File: src/rtl/dmem_arbiter.sv
// Two-port data-memory arbiter: CPU port 0 normally wins, loader/debug port 1 is
// guaranteed a grant after STARVE_MAX consecutive port-0 wins while it waits.
module dmem_arbiter #(
    parameter int unsigned ADDR_W     = 7,
    parameter int unsigned STARVE_MAX = 4
) (
    input  logic              clk_in,
    input  logic              reset,

    input  logic              p0_req,
    input  logic              p0_we,
    input  logic [1:0]        p0_size,
    input  logic              p0_sign,
    input  logic [ADDR_W-1:0] p0_addr,
    input  logic [31:0]       p0_wdata,
    output logic              p0_ack,
    output logic [31:0]       p0_rdata,

    input  logic              p1_req,
    input  logic              p1_we,
    input  logic [1:0]        p1_size,
    input  logic              p1_sign,
    input  logic [ADDR_W-1:0] p1_addr,
    input  logic [31:0]       p1_wdata,
    output logic              p1_ack,
    output logic [31:0]       p1_rdata,

    output logic              dm_ena,
    output logic              dm_r,
    output logic              dm_w,
    output logic [ADDR_W-1:0] dm_addr,
    output logic [31:0]       dm_data_in,
    input  logic [31:0]       dm_data_out,

    output logic              sb_flag,
    output logic              sh_flag,
    output logic              sw_flag,
    output logic              lb_flag,
    output logic              lh_flag,
    output logic              lbu_flag,
    output logic              lhu_flag,
    output logic              lw_flag
);

    localparam int unsigned CNT_W = (STARVE_MAX < 1) ? 1 : $clog2(STARVE_MAX + 1);
    localparam logic [CNT_W-1:0] CNT_MAX = CNT_W'(STARVE_MAX);

    typedef struct packed {
        logic              we;
        logic [1:0]        size;
        logic              sign;
        logic [ADDR_W-1:0] addr;
        logic [31:0]       wdata;
        logic              port;
    } xact_t;

    typedef enum logic [1:0] {
        S_IDLE   = 2'd0,
        S_ACCESS = 2'd1,
        S_ACK    = 2'd2
    } state_t;

    state_t           state_q, state_d;
    xact_t            xact_q, xact_d;
    logic [CNT_W-1:0] cnt_q, cnt_d;
    logic [31:0]      p0_rdata_q, p0_rdata_d;
    logic [31:0]      p1_rdata_q, p1_rdata_d;
    logic             ack0_q, ack0_d;
    logic             ack1_q, ack1_d;
    logic             ena_q, ena_d;
    logic             rd_q, rd_d;
    logic             wr_q, wr_d;
    logic [7:0]       flags_q, flags_d;
    logic             grant_p1;

    // Flag vector order: {sb, sh, sw, lb, lh, lbu, lhu, lw}
    function automatic logic [7:0] decode_flags(input logic we, input logic [1:0] size,
                                                input logic sign);
        logic [7:0] f;
        f = '0;
        if (we) begin
            case (size)
                2'b00:   f[7] = 1'b1;
                2'b01:   f[6] = 1'b1;
                default: f[5] = 1'b1;
            endcase
        end else begin
            case (size)
                2'b00:   if (sign) f[4] = 1'b1; else f[2] = 1'b1;
                2'b01:   if (sign) f[3] = 1'b1; else f[1] = 1'b1;
                default: f[0] = 1'b1;
            endcase
        end
        return f;
    endfunction

    // Next-state and next-output logic
    always_comb begin
        state_d    = state_q;
        xact_d     = xact_q;
        cnt_d      = cnt_q;
        p0_rdata_d = p0_rdata_q;
        p1_rdata_d = p1_rdata_q;
        ack0_d     = 1'b0;
        ack1_d     = 1'b0;
        ena_d      = 1'b0;
        rd_d       = 1'b0;
        wr_d       = 1'b0;
        flags_d    = '0;
        grant_p1   = p1_req && (!p0_req || (cnt_q == CNT_MAX));

        case (state_q)
            S_IDLE: begin
                if (p0_req || p1_req) begin
                    state_d = S_ACCESS;
                    if (grant_p1) begin
                        xact_d.we    = p1_we;
                        xact_d.size  = p1_size;
                        xact_d.sign  = p1_sign;
                        xact_d.addr  = p1_addr;
                        xact_d.wdata = p1_wdata;
                        xact_d.port  = 1'b1;
                        cnt_d        = '0;
                    end else begin
                        xact_d.we    = p0_we;
                        xact_d.size  = p0_size;
                        xact_d.sign  = p0_sign;
                        xact_d.addr  = p0_addr;
                        xact_d.wdata = p0_wdata;
                        xact_d.port  = 1'b0;
                        if (p1_req && (cnt_q != CNT_MAX))
                            cnt_d = cnt_q + CNT_W'(1);
                    end
                    ena_d   = 1'b1;
                    rd_d    = !xact_d.we;
                    wr_d    = xact_d.we;
                    flags_d = decode_flags(xact_d.we, xact_d.size, xact_d.sign);
                end
            end
            S_ACCESS: begin
                state_d = S_ACK;
                if (!xact_q.we) begin
                    if (xact_q.port) p1_rdata_d = dm_data_out;
                    else             p0_rdata_d = dm_data_out;
                end
                ack0_d = !xact_q.port;
                ack1_d = xact_q.port;
            end
            S_ACK: begin
                state_d = S_IDLE;
            end
            default: begin
                state_d = S_IDLE;
            end
        endcase
    end

    // State and output registers; reset clears everything immediately
    always_ff @(posedge clk_in or posedge reset) begin
        if (reset) begin
            state_q    <= S_IDLE;
            xact_q     <= '0;
            cnt_q      <= '0;
            p0_rdata_q <= '0;
            p1_rdata_q <= '0;
            ack0_q     <= 1'b0;
            ack1_q     <= 1'b0;
            ena_q      <= 1'b0;
            rd_q       <= 1'b0;
            wr_q       <= 1'b0;
            flags_q    <= '0;
        end else begin
            state_q    <= state_d;
            xact_q     <= xact_d;
            cnt_q      <= cnt_d;
            p0_rdata_q <= p0_rdata_d;
            p1_rdata_q <= p1_rdata_d;
            ack0_q     <= ack0_d;
            ack1_q     <= ack1_d;
            ena_q      <= ena_d;
            rd_q       <= rd_d;
            wr_q       <= wr_d;
            flags_q    <= flags_d;
        end
    end

    assign p0_ack     = ack0_q;
    assign p1_ack     = ack1_q;
    assign p0_rdata   = p0_rdata_q;
    assign p1_rdata   = p1_rdata_q;
    assign dm_ena     = ena_q;
    assign dm_r       = rd_q;
    assign dm_w       = wr_q;
    assign dm_addr    = xact_q.addr;
    assign dm_data_in = xact_q.wdata;

    assign sb_flag  = flags_q[7];
    assign sh_flag  = flags_q[6];
    assign sw_flag  = flags_q[5];
    assign lb_flag  = flags_q[4];
    assign lh_flag  = flags_q[3];
    assign lbu_flag = flags_q[2];
    assign lhu_flag = flags_q[1];
    assign lw_flag  = flags_q[0];

endmodule

File: config.mk
export PLATFORM = sky130hd
export DESIGN_NAME = dmem_arbiter
export DESIGN_NICKNAME = d
export VERILOG_FILES = /design/src/rtl/dmem_arbiter.sv
export SDC_FILE = /design/constraint.sdc
export NUM_CORES = 1
export LEC_CHECK = 0
export ABC_AREA = 1
export BUFFER_PORTS_ARGS = -buffer_cell sky130_fd_sc_hd__buf_2
export CAP_MARGIN = 10
export CORE_MARGIN = 5
export CORE_UTILIZATION = 47
export DETAILED_ROUTE_END_ITERATION = 8
export GPL_ROUTABILITY_DRIVEN = 1
export MAX_ROUTING_LAYER = met4
export PLACE_DENSITY = 0.8
export SYNTH_ARGS = -nofsm -noshare
export SYNTH_HDL_FRONTEND = slang
export SYNTH_SLANG_ARGS = --single-unit
File: constraint.sdc
create_clock -name clk_in -period 3.6 [get_ports clk_in]
set_input_delay 0 -clock clk_in [delete_from_list [all_inputs] [get_ports clk_in]]
set_output_delay 0 -clock clk_in [all_outputs]
set_load 0.02 [all_outputs]
==> qor.yml, run 1 <==
worstSetupPathType: "reg -> reg"
antenna_found_initial: 0
cts_resized: 0
cp-start-kind: "register"
fmax_mhz: 374.4
grt_pass1_vias: 5520
hold_path_class: "in -> reg"
synth_common_cells: "dfrtp_1, nand2_1, a21oi_1"
synth_area_leader_cell: "dfrtp_1"
grt_overflow: 0
drive_gt1_frac: 0.3196
grt_pass1_wl_um: 26480
syn_avg_cell_area_um2: 9.122
required_ns: 3.94
period_needed_ns: 2.671
drt-wirelength-per-cell_um: 16.17
critical_path_arrival_ns: 3.01
drt-vias-per-instance: 4.931
initial_core_util: 0.4822
relSlewSlack: 0.2121
path_max_fanout: 44
netlist_area_um2: 5273
setup_viol: 0
outcome: "finished clean"
worst_path_max_delay_cell: "inv_2"
finClkSkew_ns: 0.01219
pwr_density_cell_nw_per_um2: 933.0
drtPass1Iterations: 5
synth_top_area_frac: 0.5838
vias: 5123
peakVddDrop_uv: 598.5
fillCellCount: 731
wl_um: 16800
areaGrowthSynthToFinish_pct: 50.81
setup_ws_ns: 0.9294
hold_buffers: 117
synth_edf_count: 0
grtUsageTotal: 0.2643
cts_inserted_buffers: 17
synth_area_leaders: "dfrtp_1, nand2_1, a21oi_1"
crit_chain: "nor2_2 -> o21ai_4 -> inv_2 -> nor2_1 -> a21oi_1 -> dlygate4sd3_1"
critPathCaptureType: "register"
synth_ff_type: "dfrtp_1"
cts_tree: "yes"
cap_violations: 0
cp.buffers_inverters: 2
cts_root_buf: "clkbuf_16"
dieArea_um2: 13440
drc_errors: 0
ant_nets: 0
fin_crit_sh: 0.7418
grt_max_degree: 65
core_area_um2: 10940
die_x_um: 115.9
synth_nets: 702
hold_viol: 0
gp_congestion: 0.8156
row_count: 38
synthArstFlopShare: 1.000
slew_viol_final: 0
worstSkewPairLatency_ns: 0.41
cts_sinks: 123
cts_setup_buffers: 0
synth_cells: 578
yosysSeqAreaShare: 0.5838
rsz0062_at_grt: "no"
synth.distinct_cells: 20
setup_tns_ns: 0
clockBufferDepth: 2
power.leakage_nw: 4.108
critical_path.max_stage_delay_ns: 0.71
worst_pin_slew_ns: 1.177
io-pin-count: 238
h-tree-depth: 4
drtIter0Drc: 375
fin_util: 0.7271
synth_warnings: 0
die_height_um: 115.9
synth-seq-cells: 123
path_delay_family: "buffers and inverters"
pre_cts_slack_ns: 1.302
cts.reportedPaths.clkPinSlew_ns: 0.06
layout.nets: 1009
synth.most_common_cell: "dfrtp_1"
dpl.hpwl_um: 9593
port_buffers: 237
[cell families (layout without fill, tap and decap cells)]
group                      after synthesis  in the layout  synth area share
and+or+nand+nor                        188            188            0.1462
AOI/OAI and AO/OA                      148            148            0.1426
DFF                                    123            123            0.5838
buffers and inverters                  116            436            0.1210
adders and majority gates                2              2          0.004745
xor gates and xnor gates                 1              1          0.001661
other                                    0              1                 0
[metrics by stage]
step | power (mW) | std cells | instance area (um^2) | hold slack [ns]
floorplan | 4.514 | 578 | 5273 | 0.1412
global placement | 5.091 | 889 | 6197 | 0.1796
detailed placement | 5.176 | 889 | 6197 | 0.1811
CTS | 7.314 | 1038 | 7949 | 0.005762
global route | 7.873 | 1038 | 7949 | 0.04043
finish | 7.419 | 1039 | 7951 | 0.03116
[report_power, final]
group / total, mW / internal, mW / leakage [nW] / switching, mW
clock: 1.65 / 1.05 / 0.279 / 0.603
combinational: 3.36 / 1.31 / 2.35 / 2.05
sequential: 2.40 / 2.03 / 1.48 / 0.370
[per-layer routing]
metal	GRT usage	routed length (um)
met5	-	0
met4	0.1206	450
met3	0.07206	1634
met2	0.4315	8293
met1	0.3047	6421
[worst min-delay path, stage by stage]
cell,delay (ns)
buf_2,0.09
nand3b_1,0.10
nand2_1,0.06
nand2_2,0.10
nor2_1,0.04
[state kept, by name, indices dropped and copies added (netlist names)]
signal / cells
cnt_q: 3
dm_w: 1
dm_data_in: 32
xact_q: 2
flags_q: 8
state_q: 2
dm_addr: 7
p1_rdata: 32
dm_ena: 1
p1_ack: 1
p0_rdata: 32
dm_r: 1
p0_ack: 1
[layout by cell type (no fill, tap or decap)]
master / instances
nor2_4: 2
inv_4: 1
dfrtp_1: 123
nand2_4: 1
clkinvlp_4: 3
o21ai_4: 1
bufinv_16: 2
nor3_1: 4
nor2_1: 43
diode_2: 1
buf_2: 237
nand2_2: 6
nand3b_1: 3
dlygate4sd3_1: 117
inv_2: 4
nor2_2: 2
xor2_1: 1
nand3_1: 5
clkbuf_8: 2
clkinv_4: 2
clkbuf_16: 17
inv_1: 42
a21oi_1: 79
o21ai_1: 68
buf_4: 3
clkinv_2: 4
clkbuf_1: 2
nand2_1: 122
ha_1: 2
[worst paths after layout]
path	depth (start not counted)	slack, ns	end	startpoint
worst max-delay path	6	0.93	dm_data_in[26]	state_q[1]
worst min-delay path	5	0.03	flags_q[7]	p1_size[0]
worst max register to register	6	0.93	dm_data_in[26]	state_q[1]
worst min register to register	1	0.47	state_q[1]	state_q[1]
max in group asynchronous	4	2.42	p0_rdata[24]	reset
min in group asynchronous	3	0.30	dm_data_in[4]	reset
[layout make-up]
cell class,instances,area [um^2],area share
diodes,1,2.502,0.0003147
clock buffers,21,460.4,0.05791
clock inverters,11,120.1,0.01511
inverters,47,178.9,0.02250
multi-input cells,339,1556,0.1958
flip-flops and latches,123,3078,0.3871
well taps,140,175.2,0.02203
repair buffers,357,2380,0.2993
(Power assumes the default switching activity.)
==> run 2, diff against run 1 <==
==> config.mk (replaced) <==
export PLATFORM = sky130hd
export DESIGN_NAME = dmem_arbiter
export DESIGN_NICKNAME = d
export VERILOG_FILES = /design/src/rtl/dmem_arbiter.sv
export SDC_FILE = /design/constraint.sdc
export NUM_CORES = 1
export LEC_CHECK = 0
export ABC_AREA = 0
export BUFFER_PORTS_ARGS = -buffer_cell sky130_fd_sc_hd__buf_2
export CAP_MARGIN = 10
export CORE_MARGIN = 5
export CORE_UTILIZATION = 43
export DETAILED_ROUTE_END_ITERATION = 8
export GPL_ROUTABILITY_DRIVEN = 1
export MAX_ROUTING_LAYER = met4
export PLACE_DENSITY = 0.77
export SYNTH_ARGS = -nofsm -noshare
export SYNTH_HDL_FRONTEND = slang
export SYNTH_SLANG_ARGS = --single-unit
==> constraint.sdc (replaced) <==
create_clock -name clk_in -period 2.31 [get_ports clk_in]
set_input_delay 0 -clock clk_in [delete_from_list [all_inputs] [get_ports clk_in]]
set_output_delay 0 -clock clk_in [all_outputs]
set_load 0.02 [all_outputs]
==> qor.yml, run 2 <==
clockPowerShare: 0.224  # was 0.223
grt_overflow: 0  # unchanged
ant_nets: 0  # unchanged
drive_gt1_frac: 0.4342  # was 0.3196
path_delay_family: "buffers and inverters"  # unchanged
layout.nets: 917  # was 1009
path_max_fanout: 21  # was 44
synth_common_cells: "dfrtp_1, a21oi_1, mux2_2"  # was dfrtp_1, nand2_1, a21oi_1
layout_common_cells: "buf_2, dlygate4sd3_1, dfrtp_1, a21oi_1, mux2_2"  # was buf_2, dfrtp_1, nand2_1, dlygate4sd3_1, a21oi_1
synth_nets: 592  # was 702
synth_ff_type: "dfrtp_1"  # unchanged
slew_viol_final: 0  # unchanged
synth_edf_count: 0  # unchanged
relSlewSlack: 0.4467  # was 0.2121
seqPwrFrac: 0.320  # was 0.324
drt-vias-per-instance: 5.188  # was 4.931
cts_root_buf: "clkbuf_16"  # unchanged
pwr_density_cell_nw_per_um2: 1418  # was 933.0 nW/um^2
core_area_um2: 12010  # was 10940 um^2
worstSetupPathType: "reg -> reg"  # unchanged
vias: 4949  # was 5123
drc_errors: 0  # unchanged
drtIter0Drc: 382  # was 375
areaGrowthSynthToFinish_pct: 55.95  # was 50.81%
setup_viol: 0  # unchanged
mostFrequentLayoutCell: "buf_2"  # unchanged
dpl.hpwl_um: 9850  # was 9593 um
placed_cells: 795  # was 889
grt_max_degree: 55  # was 65
period_needed_ns: 2.212  # was 2.671 ns
critical_path.max_stage_delay_ns: 0.57  # was 0.71 ns
critPathCaptureType: "register"  # unchanged
synthArstFlopShare: 1.000  # unchanged
crit_chain: "inv_1 -> ha_1 -> a21bo_2 -> nand2_1 -> buf_4 -> nand2_1 -> a21oi_1 -> dlygate4sd3_1"  # was nor2_2 -> o21ai_4 -> inv_2 -> nor2_1 -> a21oi_1 -> dlygate4sd3_1
internal_power_mw: 7.130  # was 4.395 mW
switching_share: 0.3871  # was 0.4076
finClkSkew_ns: 0.009528  # was 0.01219 ns
timing.rr.end: "dm_data_in[12]"  # was dm_data_in[26]
io-pin-count: 238  # unchanged
gp_congestion: 0.8114  # was 0.8156
cts_tree: "yes"  # unchanged
synth_top_area_frac: 0.5852  # was 0.5838
fin_util: 0.6829  # was 0.7271
p_sw_mw: 4.502  # was 3.024 mW
cp.buffers_inverters: 3  # was 2
grtUsageTotal: 0.2434  # was 0.2643
outcome: "finished clean"  # unchanged
fin_crit_sh: 0.9577  # was 0.7418
required_ns: 2.66  # was 3.94 ns
yosysSeqAreaShare: 0.5852  # was 0.5838
hold_viol: 0  # unchanged
cts_sinks: 123  # unchanged
h-tree-depth: 4  # unchanged
critPathMostFrequentCell: "nand2_1"
endpoint: "dm_data_in[12]"  # was dm_data_in[26]
grt_pass1_vias: 5337  # was 5520
dieArea_um2: 14540  # was 13440 um^2
reg2reg_depth: 8  # was 6
startpoint: "cnt_q[0]"  # was state_q[1]
cts_inserted_buffers: 17  # unchanged
instances_no_fill: 954  # was 1039
synth_area_leaders: "dfrtp_1, mux2_2, a21oi_1"  # was dfrtp_1, nand2_1, a21oi_1
peakVddDrop_uv: 718.2  # was 598.5 uV
cts_setup_buffers: 0  # unchanged
cts.reportedPaths.clkPinSlew_ns: 0.06  # about the same
wl_um: 17220  # was 16800 um
drtPass1Iterations: 5  # unchanged
r2r_slack_ns: 0.1  # was 0.93 ns
row_count: 40  # was 38
worstSkewPairLatency_ns: 0.41  # about the same
combPwrFrac: 0.456  # was 0.453
worst_path_max_delay_cell: "dlygate4sd3_1"  # was inv_2
r2r_start: "cnt_q[0]"  # was state_q[1]
power.leakage_nw: 4.002  # was 4.108 nW
synth.most_common_cell: "dfrtp_1"  # unchanged
path_depth: 8  # was 6
hold_path_class: "in -> async"  # was in -> reg
initial_core_util: 0.4379  # was 0.4822
critical_path_arrival_ns: 2.56  # was 3.01 ns
drt-wirelength-per-cell_um: 18.05  # was 16.17 um
cp-start-kind: "register"  # unchanged
die_height_um: 120.6  # was 115.9 um
syn_avg_cell_area_um2: 11.24  # was 9.122 um^2
synth_area_leader_cell: "dfrtp_1"  # unchanged
fmax_mhz: 452.0  # was 374.4 MHz
clockBufferDepth: 2  # unchanged
grt_pass1_wl_um: 26930  # was 26480 um
antenna_found_initial: 0  # unchanged
synth_cells: 468  # was 578
die_x_um: 120.6  # was 115.9 um
cap_violations: 0  # unchanged
synth.distinct_cells: 28  # was 20
synth_warnings: 0  # unchanged
netlist_area_um2: 5260  # was 5273 um^2
synth-seq-cells: 123  # unchanged
worst_pin_slew_ns: 0.8282  # was 1.177 ns
port_buffers: 237  # unchanged
==> run 2: changes by cell type in the layout (fill, tap and decap cells not counted), sizes merged, moves of 4 or more <==
| cell | previous run | this run |
|---|---|---|
| a21oi | 79 | 84 |
| and2 | 0 | 4 |
| buf | 240 | 245 |
| dlygate4sd3 | 117 | 125 |
| inv | 47 | 8 |
| mux2 | 0 | 65 |
| nand2 | 129 | 42 |
| nand4 | 0 | 4 |
| o21ai | 69 | 2 |
==> run 2: worst min path at each step <==
stage / from / end / slack [ns] / cells after the start
final: reset / dm_data_in[31] / 0.29 / 3
after global routing: reset / dm_data_in[31] / 0.37 / 3
after CTS: reset / dm_data_in[31] / 0.30 / 3
after detailed placement: reset / dm_data_in[31] / 0.19 / 2
after global placement: reset / dm_data_in[30] / 0.19 / 2
after floorplan: p0_sign / flags_q[1] / 0.09 / 1
==> run 2: logic make-up after synthesis <==
logic type,after synthesis,share of synthesized area
buffers and inverters,73,0.08563
AO/OA/AOI/OAI,94,0.09348
flip-flops,123,0.5852
adder cells (fa/ha/maj),2,0.004757
AND/OR/NAND/NOR,110,0.08991
multiplexers,66,0.1411
==> run 2: per-stage QoR <==
step | area (um^2) | TNS [ns] | total power [mW] | hold slack (ns) | setup slack (ns)
finish | 8203 | 0 | 11.63 | 0.2937 | 0.09781
CTS | 8184 | 0 | 11.47 | 0.3043 | 0.03655
floorplan | 5264 | 0 | 6.975 | 0.08907 | 0.6011
global route | 8200 | -0.009518 | 12.25 | 0.3726 | -0.008864
detailed placement | 6347 | 0 | 8.086 | 0.1934 | 0.4406
global placement | 6347 | 0 | 7.916 | 0.1854 | 0.4952
==> run 2: power groups by stage <==
stage	Combinational [mW]	Clock, mW	Sequential (mW)
floorplan	2.62	0	4.36
global placement	4.26	0	3.66
detailed placement	4.40	0	3.69
CTS	5.14	2.64	3.69
global route	5.66	2.75	3.83
finish	5.31	2.61	3.72
==> run 2: layer usage <==
layer,track usage,up-vias,routed length [um]
met3,0.06922,51,1615
met5,-,-,0
li1,-,2203,-
met2,0.4087,323,8681
met4,0.1048,0,482
met1,0.2725,2372,6444
==> run 2: layout make-up <==
class                   instances  area (um^2)
diodes                          1        2.502
flip-flops and latches        123         3078
clock inverters                14        146.4
fillers                       800         3809
inverters                       8        37.54
clock buffers                  18        439.2
well taps                     147        183.9
multi-input cells             273         1764
repair buffers                370         2551
==> run 2: what timing repair did <==
item,in CTS,in global routing
hold buffers,125,0
endpoints found under the setup margin,0,39
endpoints found under the hold margin,146,0
gates resized for setup,0,3
==> run 2: worst reg2reg max path: stages, from the launching register on <==
cell and delay, ns:
dfrtp_1 0.35, inv_1 0.06, ha_1 0.20, a21bo_2 0.23, nand2_1 0.13, buf_4 0.28, nand2_1 0.13, a21oi_1 0.19
dlygate4sd3_1 0.57
==> run 3, diff against run 2 <==
--- a/config.mk
+++ b/config.mk
@@ -9,11 +9,12 @@
 export BUFFER_PORTS_ARGS = -buffer_cell sky130_fd_sc_hd__buf_2
 export CAP_MARGIN = 10
 export CORE_MARGIN = 5
-export CORE_UTILIZATION = 43
+export CORE_UTILIZATION = 51
 export DETAILED_ROUTE_END_ITERATION = 8
 export GPL_ROUTABILITY_DRIVEN = 1
 export MAX_ROUTING_LAYER = met4
-export PLACE_DENSITY = 0.77
+export PLACE_DENSITY = 0.86
+export SKIP_CTS_REPAIR_TIMING = 1
 export SYNTH_ARGS = -nofsm -noshare
 export SYNTH_HDL_FRONTEND = slang
 export SYNTH_SLANG_ARGS = --single-unit
==> constraint.sdc (replaced) <==
create_clock -name clk_in -period 2.8 [get_ports clk_in]
set_input_delay 0 -clock clk_in [delete_from_list [all_inputs] [get_ports clk_in]]
set_output_delay 0 -clock clk_in [all_outputs]
set_load 0.02 [all_outputs]
==> qor.yml, run 3 (synthesis gave the netlist of run 2 again) <==
seqPwrFrac: 0.335  # was 0.320
worst_pin_slew_ns: 1.273  # was 0.8282 ns
setup_tns_ns: 0  # unchanged
vias: 5099  # was 4949
worst_path_max_delay_cell: "dlygate4sd3_1"  # unchanged
path_delay_family: "buffers and inverters"  # unchanged
cp-start-kind: "register"  # unchanged
grt_overflow: 0  # unchanged
mostFrequentLayoutCell: "buf_2"  # unchanged
outcome: "finished, violations left"  # was finished clean
fin_util: 0.8011  # was 0.6829
layout_common_cells: "buf_2, dlygate4sd3_1, dfrtp_1, a21oi_1, mux2_2"  # unchanged
period_needed_ns: 2.637  # was 2.212 ns
cap_violations: 0  # unchanged
cts_tree: "yes"  # unchanged
fin_crit_sh: 0.9419  # was 0.9577
path_max_fanout: 48  # was 21
cts_sinks: 123  # unchanged
core_area_um2: 10180  # was 12010 um^2
critPathCaptureType: "register"  # unchanged
h-tree-depth: 4  # unchanged
grt_pass1_wl_um: 22270  # was 26930 um
internal_power_mw: 5.549  # was 7.130 mW
drtPass1Iterations: 8  # was 5
whs_ns: -0.005352  # was 0.2937 ns
grt_max_degree: 65  # was 55
port_buffers: 237  # unchanged
die_height_um: 111.6  # was 120.6 um
setup_ws_ns: 0.1628  # was 0.09781 ns
initial_core_util: 0.5165  # was 0.4379
violations: "negative hold slack"
areaGrowthSynthToFinish_pct: 55.11  # was 55.95%
crit_chain: "nor2_1 -> o21ai_4 -> inv_1 -> nor2_1 -> a21oi_1 -> dlygate4sd3_1"  # was inv_1 -> ha_1 -> a21bo_2 -> nand2_1 -> buf_4 -> nand2_1 -> a21oi_1 -> dlygate4sd3_1
drc_errors: 0  # unchanged
grtUsageTotal: 0.2289  # was 0.2434
worstSetupPathType: "reg -> reg"  # unchanged
relSlewSlack: 0.1478  # was 0.4467
pwr_density_cell_nw_per_um2: 1138  # was 1418 nW/um^2
io-pin-count: 238  # unchanged
cp.buffers_inverters: 2  # was 3
drt-vias-per-instance: 5.419  # was 5.188
fmax_mhz: 379.2  # was 452.0 MHz
required_ns: 3.18  # was 2.66 ns
wl_um: 18600  # was 17220 um
rsz0062_at_grt: "no"
finClkSkew_ns: 0.01369  # was 0.009528 ns
ant_nets: 0  # unchanged
peakVddDrop_uv: 625.6  # was 718.2 uV
cts_root_buf: "clkbuf_8"  # was clkbuf_16
combPwrFrac: 0.430  # was 0.456
setup_viol: 0  # unchanged
power.leakage_nw: 4.023  # was 4.002 nW
gp_congestion: 0.8413  # was 0.8114
instances_no_fill: 941  # was 954
critical_path_arrival_ns: 3.02  # was 2.56 ns
worstSkewPairLatency_ns: 0.51  # was 0.41 ns
grt_pass1_vias: 4492  # was 5337
hold_path_class: "in -> reg"  # was in -> async
drtIter0Drc: 415  # was 382
critical_path.max_stage_delay_ns: 0.60  # was 0.57 ns
drt-wirelength-per-cell_um: 19.76  # was 18.05 um
dieArea_um2: 12440  # was 14540 um^2
switching_share: 0.4025  # was 0.3871
critPathMostFrequentCell: "nor2_1"  # was nand2_1
p_sw_mw: 3.738  # was 4.502 mW
pre_cts_slack_ns: 0.4451  # was 0.4406 ns
layout.nets: 917  # unchanged
cts.reportedPaths.clkPinSlew_ns: 0.06  # about the same
placed_cells: 782  # was 795
insertedDiodeCount: 0  # was 1
hold_viol: 1  # was 0
cts_inserted_buffers: 17  # unchanged
die_x_um: 111.6  # was 120.6 um
antenna_found_initial: 0  # unchanged
slew_viol_final: 0  # unchanged
clockPowerShare: 0.235  # was 0.224
dpl.hpwl_um: 9994  # was 9850 um
row_count: 37  # was 40
drive_gt1_frac: 0.4286  # was 0.4342
clockBufferDepth: 2  # unchanged
==> run 3: cell count changes in the layout (fill, tap and decap cells not counted), sizes merged <==
| cell | before | now |
|---|---|---|
| inv | 8 | 9 |
| clkinvlp | 5 | 2 |
| and2 | 4 | 3 |
| buf | 245 | 243 |
| diode | 1 | 0 |
| dlygate4sd3 | 125 | 128 |
| bufinv | 2 | 3 |
==> run 3: power by group through the flow <==
stage	combinational, mW	sequential [mW]	clock [mW]
floorplan	2.16	3.59	0
global placement	3.47	3.01	0
detailed placement	3.60	3.06	0
CTS	3.60	3.05	2.21
global route	4.25	3.19	2.30
finish	3.99	3.11	2.19
==> run 3: cell type report <==
type,instances,area (um^2)
sequential,123,3078
timing repair buffer,371,2525
fill,534,2026
multi-input combinational,272,1755
clock buffer,18,427.9
tap,136,170.2
clock inverter,13,168.9
inverter,8,33.78
==> run 3: worst reg2reg max path, cell delays in order, from the launching register on <==
cell and delay [ns]:
dfrtp_1 0.35, nor2_1 0.08, o21ai_4 0.45, inv_1 0.60, nor2_1 0.33, a21oi_1 0.11, dlygate4sd3_1 0.60
==> run 3: final timing paths <==
kind / slack (ns) / to / cells past startpoint / startpoint
worst max-delay path: 0.16 / dm_data_in[4] / 6 / state_q[0]
worst min-delay path: -0.005 / cnt_q[1] / 3 / p1_req
worst max register to register: 0.16 / dm_data_in[4] / 6 / state_q[0]
worst min register to register: 0.49 / p0_ack / 1 / xact_q[0]
max in group asynchronous: 1.83 / cnt_q[2] / 4 / reset
min in group asynchronous: 0.18 / p0_rdata[23] / 3 / reset
==> run 3: routing by layer <==
metal	share of wire	track usage
met5	0	-
met4	0.031	0.06813
met3	0.090	0.06848
met2	0.51	0.3864
met1	0.37	0.2652
==> run 3: per-stage QoR <==
stage / area (um^2) / power (mW)
6_report: 8159 / 9.287
5_1_grt: 8159 / 9.737
4_1_cts: 6878 / 8.864
3_5_place_dp: 6281 / 6.657
3_3_place_gp: 6281 / 6.480
2_1_floorplan: 5264 / 5.754
